**src/rtl/reg_mem_fifo_ctrl_if.sv**
```systemverilog
// Producer/consumer valid-ready handshake bundle for reg_mem_fifo_ctrl.
interface reg_mem_fifo_ctrl_if #(
  parameter int unsigned DATA_WIDTH = 8
);
  logic                  in_valid;
  logic                  in_ready;
  logic [DATA_WIDTH-1:0] in_data;
  logic                  out_valid;
  logic                  out_ready;
  logic [DATA_WIDTH-1:0] out_data;

  modport master (
    output in_valid, in_data, out_ready,
    input  in_ready, out_valid, out_data
  );

  modport slave (
    input  in_valid, in_data, out_ready,
    output in_ready, out_valid, out_data
  );
endinterface

```
**src/rtl/reg_mem_fifo_ctrl.sv**
```systemverilog
// FIFO controller wrapping a single-port reg_mem plus a one-word output register.
// Optional stall counter port enabled by defining REG_MEM_FIFO_STALL_CNT_EN.
module reg_mem_fifo_ctrl #(
  parameter int unsigned DATA_WIDTH = 8,
  parameter int unsigned ADDR_BITS  = 5
) (
  input  logic                  clk,
  input  logic                  rst_n,
  reg_mem_fifo_ctrl_if.slave    bus,
  output logic [ADDR_BITS-1:0]  mem_addr,
  output logic [DATA_WIDTH-1:0] mem_data_in,
  output logic                  mem_wen,
  input  logic [DATA_WIDTH-1:0] mem_data_out,
`ifdef REG_MEM_FIFO_STALL_CNT_EN
  output logic [15:0]           stall_cnt,
`endif
  output logic [ADDR_BITS:0]    count
);

  localparam int unsigned DEPTH = 2 ** ADDR_BITS;
  localparam logic [ADDR_BITS:0]   MCNT_FULL = (ADDR_BITS+1)'(DEPTH);
  localparam logic [ADDR_BITS:0]   MCNT_ONE  = (ADDR_BITS+1)'(1);
  localparam logic [ADDR_BITS-1:0] PTR_ONE   = ADDR_BITS'(1);

  logic [ADDR_BITS-1:0]  wr_ptr;
  logic [ADDR_BITS-1:0]  rd_ptr;
  logic [ADDR_BITS:0]    mcnt;
  logic                  out_valid_q;
  logic [DATA_WIDTH-1:0] out_data_q;

  logic load, rd_go, in_ready_c, acc, byp_go, wr_go;

  // A refill read of the output register always wins the single memory port.
  always_comb begin
    load       = !out_valid_q || bus.out_ready;
    rd_go      = load && (mcnt != '0);
    in_ready_c = rst_n && !rd_go && (mcnt != MCNT_FULL);
    acc        = bus.in_valid && in_ready_c;
    byp_go     = acc && load && (mcnt == '0);
    wr_go      = acc && !byp_go;
  end

  assign bus.in_ready  = in_ready_c;
  assign bus.out_valid = out_valid_q;
  assign bus.out_data  = out_data_q;
  assign mem_addr      = rd_go ? rd_ptr : wr_ptr;
  assign mem_data_in   = bus.in_data;
  assign mem_wen       = wr_go;
  assign count         = mcnt + (ADDR_BITS+1)'(out_valid_q);

  always_ff @(posedge clk) begin
    if (!rst_n) begin
      wr_ptr      <= '0;
      rd_ptr      <= '0;
      mcnt        <= '0;
      out_valid_q <= 1'b0;
      out_data_q  <= '0;
    end else begin
      if (rd_go) begin
        out_data_q  <= mem_data_out;
        out_valid_q <= 1'b1;
        rd_ptr      <= rd_ptr + PTR_ONE;
      end else if (byp_go) begin
        out_data_q  <= bus.in_data;
        out_valid_q <= 1'b1;
      end else if (bus.out_ready) begin
        out_valid_q <= 1'b0;
      end

      if (wr_go)
        wr_ptr <= wr_ptr + PTR_ONE;

      if (wr_go)
        mcnt <= mcnt + MCNT_ONE;
      else if (rd_go)
        mcnt <= mcnt - MCNT_ONE;
    end
  end

`ifdef REG_MEM_FIFO_STALL_CNT_EN
  always_ff @(posedge clk) begin
    if (!rst_n)
      stall_cnt <= '0;
    else if (bus.in_valid && !in_ready_c && (stall_cnt != '1))
      stall_cnt <= stall_cnt + 16'd1;
  end
`endif

endmodule

```
**src/flat_wrapper.sv**
```systemverilog
// flat-port wrapper written by rule: the top's interface ports become plain ports
module reg_mem_fifo_ctrl_flat 
#(
  parameter int unsigned DATA_WIDTH = 8,
  parameter int unsigned ADDR_BITS  = 5
)
  (clk, rst_n, mem_addr, mem_data_in, mem_wen, mem_data_out, count, bus_in_valid, bus_in_data, bus_out_ready, bus_in_ready, bus_out_valid, bus_out_data);
  reg_mem_fifo_ctrl_if #(.DATA_WIDTH(DATA_WIDTH)) bus_i ();
  input  logic clk;
  input  logic rst_n;
  output logic [ADDR_BITS-1:0] mem_addr;
  output logic [DATA_WIDTH-1:0] mem_data_in;
  output logic mem_wen;
  input  logic [DATA_WIDTH-1:0] mem_data_out;
  output logic [ADDR_BITS:0] count;
  input wire logic [$bits(bus_i.in_valid)-1:0] bus_in_valid;
  input wire logic [$bits(bus_i.in_data)-1:0] bus_in_data;
  input wire logic [$bits(bus_i.out_ready)-1:0] bus_out_ready;
  output wire logic [$bits(bus_i.in_ready)-1:0] bus_in_ready;
  output wire logic [$bits(bus_i.out_valid)-1:0] bus_out_valid;
  output wire logic [$bits(bus_i.out_data)-1:0] bus_out_data;
  assign bus_i.in_valid = bus_in_valid;
  assign bus_i.in_data = bus_in_data;
  assign bus_i.out_ready = bus_out_ready;
  assign bus_in_ready = bus_i.in_ready;
  assign bus_out_valid = bus_i.out_valid;
  assign bus_out_data = bus_i.out_data;
  reg_mem_fifo_ctrl #(.DATA_WIDTH(DATA_WIDTH), .ADDR_BITS(ADDR_BITS)) u_core (.clk(clk), .rst_n(rst_n), .bus(bus_i), .mem_addr(mem_addr), .mem_data_in(mem_data_in), .mem_wen(mem_wen), .mem_data_out(mem_data_out), .count(count));
endmodule
```
**config.mk**
```make
export PLATFORM = sky130hd
export DESIGN_NAME = reg_mem_fifo_ctrl_flat
export DESIGN_NICKNAME = d
export VERILOG_FILES = /design/src/rtl/reg_mem_fifo_ctrl_if.sv /design/src/rtl/reg_mem_fifo_ctrl.sv /design/src/flat_wrapper.sv
export SDC_FILE = /design/constraint.sdc
export NUM_CORES = 1
export LEC_CHECK = 0
export ABC_AREA = 1
export ABC_CLOCK_PERIOD_IN_PS = 2200
export CORE_MARGIN = 3
export CORE_UTILIZATION = 47
export DETAILED_ROUTE_END_ITERATION = 8
export PLACE_DENSITY = 0.89
export SLEW_MARGIN = 20
export SYNTH_ARGS = -nofsm -noshare
export SYNTH_HDL_FRONTEND = slang
export SYNTH_SLANG_ARGS = --single-unit
export TNS_END_PERCENT = 100
```
**constraint.sdc**
```tcl
create_clock -name clk -period 2.2 [get_ports clk]
set_input_delay 0.44 -clock clk [delete_from_list [all_inputs] [get_ports clk]]
set_output_delay 0.44 -clock clk [all_outputs]
set_load 0.05 [all_outputs]
```
==> flow_metrics.py <==
metrics = {
    "synth": {
        "syn_area_um2": 1640,
        "synthTopCellsByCount": "nand2_1, nor2_1, inv_1",
        "yosys.area.top_type": "dfxtp_1",
        "synth_flop_cell": "dfxtp_1",
        "synth_nets": 268,
        "yosysMostFrequentCell": "nand2_1",
        "synthCells": 239,
        "synth_area_per_cell_um2": 6.84,
        "yosysWarnings": 0,
        "synth.area.top_cells": "dfxtp_1, nand2_1, nor2_1, ha_1, inv_1",
        "synth.top_cell.area_share": 0.306,
        "seq_area_frac_synth": 0.306,
        "ys_seq_elements": 25,
        "async_reset_ff_frac": 0,
        "synth-edff-count": 0,
        "yosys.cell_types.count": 25,
    },
    "setup_path": {
        "critPathLaunchType": "primary input",
        "worst-endpoint-arrival_ps": 1690,
        "crit_type": "in -> out",
        "crit_chain": "clkdlybuf4s50_1 > nand4_4 > buf_4 > inv_1 > buf_12",
        "r2r_start": "u_core.mcnt[1]",
        "rr_worst_depth": 11,
        "worst_ep_required_time_ps": 1760,
        "cp-end-kind": "primary output",
        "path_max_fanout": 9,
        "rr_endpoint": "u_core.mcnt[5]",
        "cp-startpoint": "rst_n",
        "regToRegSetupSlack_ps": 240,
        "critPathMaxStageDelay_ps": 580,
        "cp_slowest_cell": "clkdlybuf4s50_1",
    },
    "cts": {
        "clockBufferDepth": 2,
        "hold_buffers": 0,
        "cts_tree": "done",
        "cts_sinks": 25,
        "numCtsBuffers": 3,
        "insertion_delay_ps": 330,
        "path_clk_slew_ps": 140,
        "htree_levels": 1,
        "cts-root-buf": "clkbuf_4",
        "cts_setup_buffers": 0,
    },
    "timing": {
        "slew_headroom": 0.655,
        "drv_slew": 0,
        "finalSetupViolCount": 0,
        "clock_skew_ps": 4.34,
        "hold_viol": 0,
        "worst_slew_pin_slew_ps": 517,
        "period_minus_slack_ps": 2130,
        "rsz0062_at_grt": "false",
        "setup_ws_ps": 73.4,
        "fmaxAchievable_mhz": 470,
        "fin_crit_sh": 0.967,
    },
    "drt": {
        "wl_um": 4340,
        "via_count": 1664,
        "wire_per_inst_um": 12.8,
        "drc": 0,
        "ant_nets": 0,
        "drtPass1Iterations": 4,
        "vias_per_cell": 4.89,
        "drt_iter0_markers": 38,
    },
    "worst_hold_path": {
        "hp-start": "u_core.rd_ptr[0]",
        "hold_end": "u_core.rd_ptr[0]",
        "hp-class": "reg -> reg",
        "hold_depth": 2,
    },
    "global_route": {
        "grt.overflow.total": 0,
        "first_global_vias": 1661,
        "grtUsageMet3": 0.0295,
        "track_usage": 0.210,
        "use_met2": 0.402,
        "grt_pass1_wl_um": 6930,
        "grtUsageMet1": 0.228,
        "busiest_layer": "met2",
        "antenna_found_initial": 0,
        "grt_max_degree": 26,
    },
    "pwr": {
        "power_uw": 3350,
        "ir_worst_vdd_mv": 0.683,
        "power_density_nw_per_um2": 1330,
        "power_leakage_uw": 0.00116,
    },
    "die": {
        "coreArea_um2": 3180,
        "ioPinCount": 50,
        "die_w_um": 65.0,
        "dieArea_um2": 4220,
        "num_rows": 20,
        "die_h_um": 65.0,
        "initial_utilization": 0.515,
    },
    "placed_design": {
        "dp_hpwl_um": 3360,
        "portBuffers": 49,
        "pre_cts_slack_ps": -190,
        "globalplace.congestion": 0.843,
        "placement.cell_area_um2": 2460,
    },
    "finish": {
        "layout.nets": 326,
        "fillers": 189,
        "syn_to_final_growth_pct": 54.3,
        "antennaDiodeCount": 0,
        "fin_area_um2": 2520,
        "drive_gt1_frac": 0.257,
    },
    "job": {
        "maxCapViolCount": 0,
    },
    "status": {
        "status": "finished clean",
    },
}
per-layer routing:
layer,routed length (µm),up-vias,share of wire
met3,155,11,0.036
met1,1800,756,0.41
met2,2280,43,0.52
met4,110,0,0.025
li1,-,854,-
met5,0,-,0
layout by cell type, fill, tap and decap left out, types with 6 or more instances in the layout:
cell type,instances
clkdlybuf4s50_1,27
dfxtp_1,21
buf_12,20
nor2_1,39
a21oi_1,9
buf_4,19
nand3_1,12
inv_1,25
ha_1,6
nand2_1,60
o21ai_0,11
metrics by stage:
stage,utilization,std cells,hold slack (ps),TNS [ps]
global route,0.794,340,554,0
finish,0.794,340,519,0
CTS,0.784,340,516,0
detailed placement,0.774,336,495,-458
global placement,0.774,336,453,-96.8
floorplan,-,239,445,0
worst max path at each step:
| stage | endpoint | cells after the start |
|---|---|---|
| after global routing | count[4] | 5 |
| after global placement | u_core.mcnt[5] | 11 |
| final | mem_wen | 5 |
| after floorplan | u_core.mcnt[5] | 11 |
| after CTS | mem_addr[1] | 8 |
| after detailed placement | u_core.mcnt[5] | 11 |
flip-flops by register name, summed over array words and instances (netlist names):
register	count
u_core.wr_ptr	5
u_core.bus.out_valid	1
u_core.bus.out_data	8
u_core.rd_ptr	5
u_core.mcnt	6
worst max-delay path, delay by kind of cell:
| kind | cells | cell delay (ps) |
|---|---|---|
| simple gates | 1 | 180 |
| buf+inv | 4 | 1060 |
repair_timing:
item | 4_1_cts | 5_1_grt
resized for setup | 3 | 9
gates cloned | 0 | 0
endpoints found under the setup margin | 7 | 10
pin swaps | 0 | 1
kinds of logic after synthesis:
| group | after synthesis | synth area share |
|---|---|---|
| compound gates | 26 | 0.0811 |
| xor+xnor | 8 | 0.0428 |
| fa+ha+maj | 9 | 0.0735 |
| buf+inv | 42 | 0.135 |
| flops | 25 | 0.306 |
| simple gates | 129 | 0.361 |
layout make-up:
cell class	instances	area (µm²)	share of cell area
flip-flops and latches	25	508	0.201
clock inverters	1	5.00	0.00198
clock buffers	3	22.5	0.00892
well taps	44	55.1	0.0218
inverters	27	104	0.0412
repair buffers	68	837	0.332
multi-input cells	172	992	0.393
power by group:
group / switching [µW] / internal [µW]
combinational: 1420 / 997
clock: 147 / 68.4
sequential: 129 / 591
total: 1690 / 1660
(Power assumes the default switching activity.)
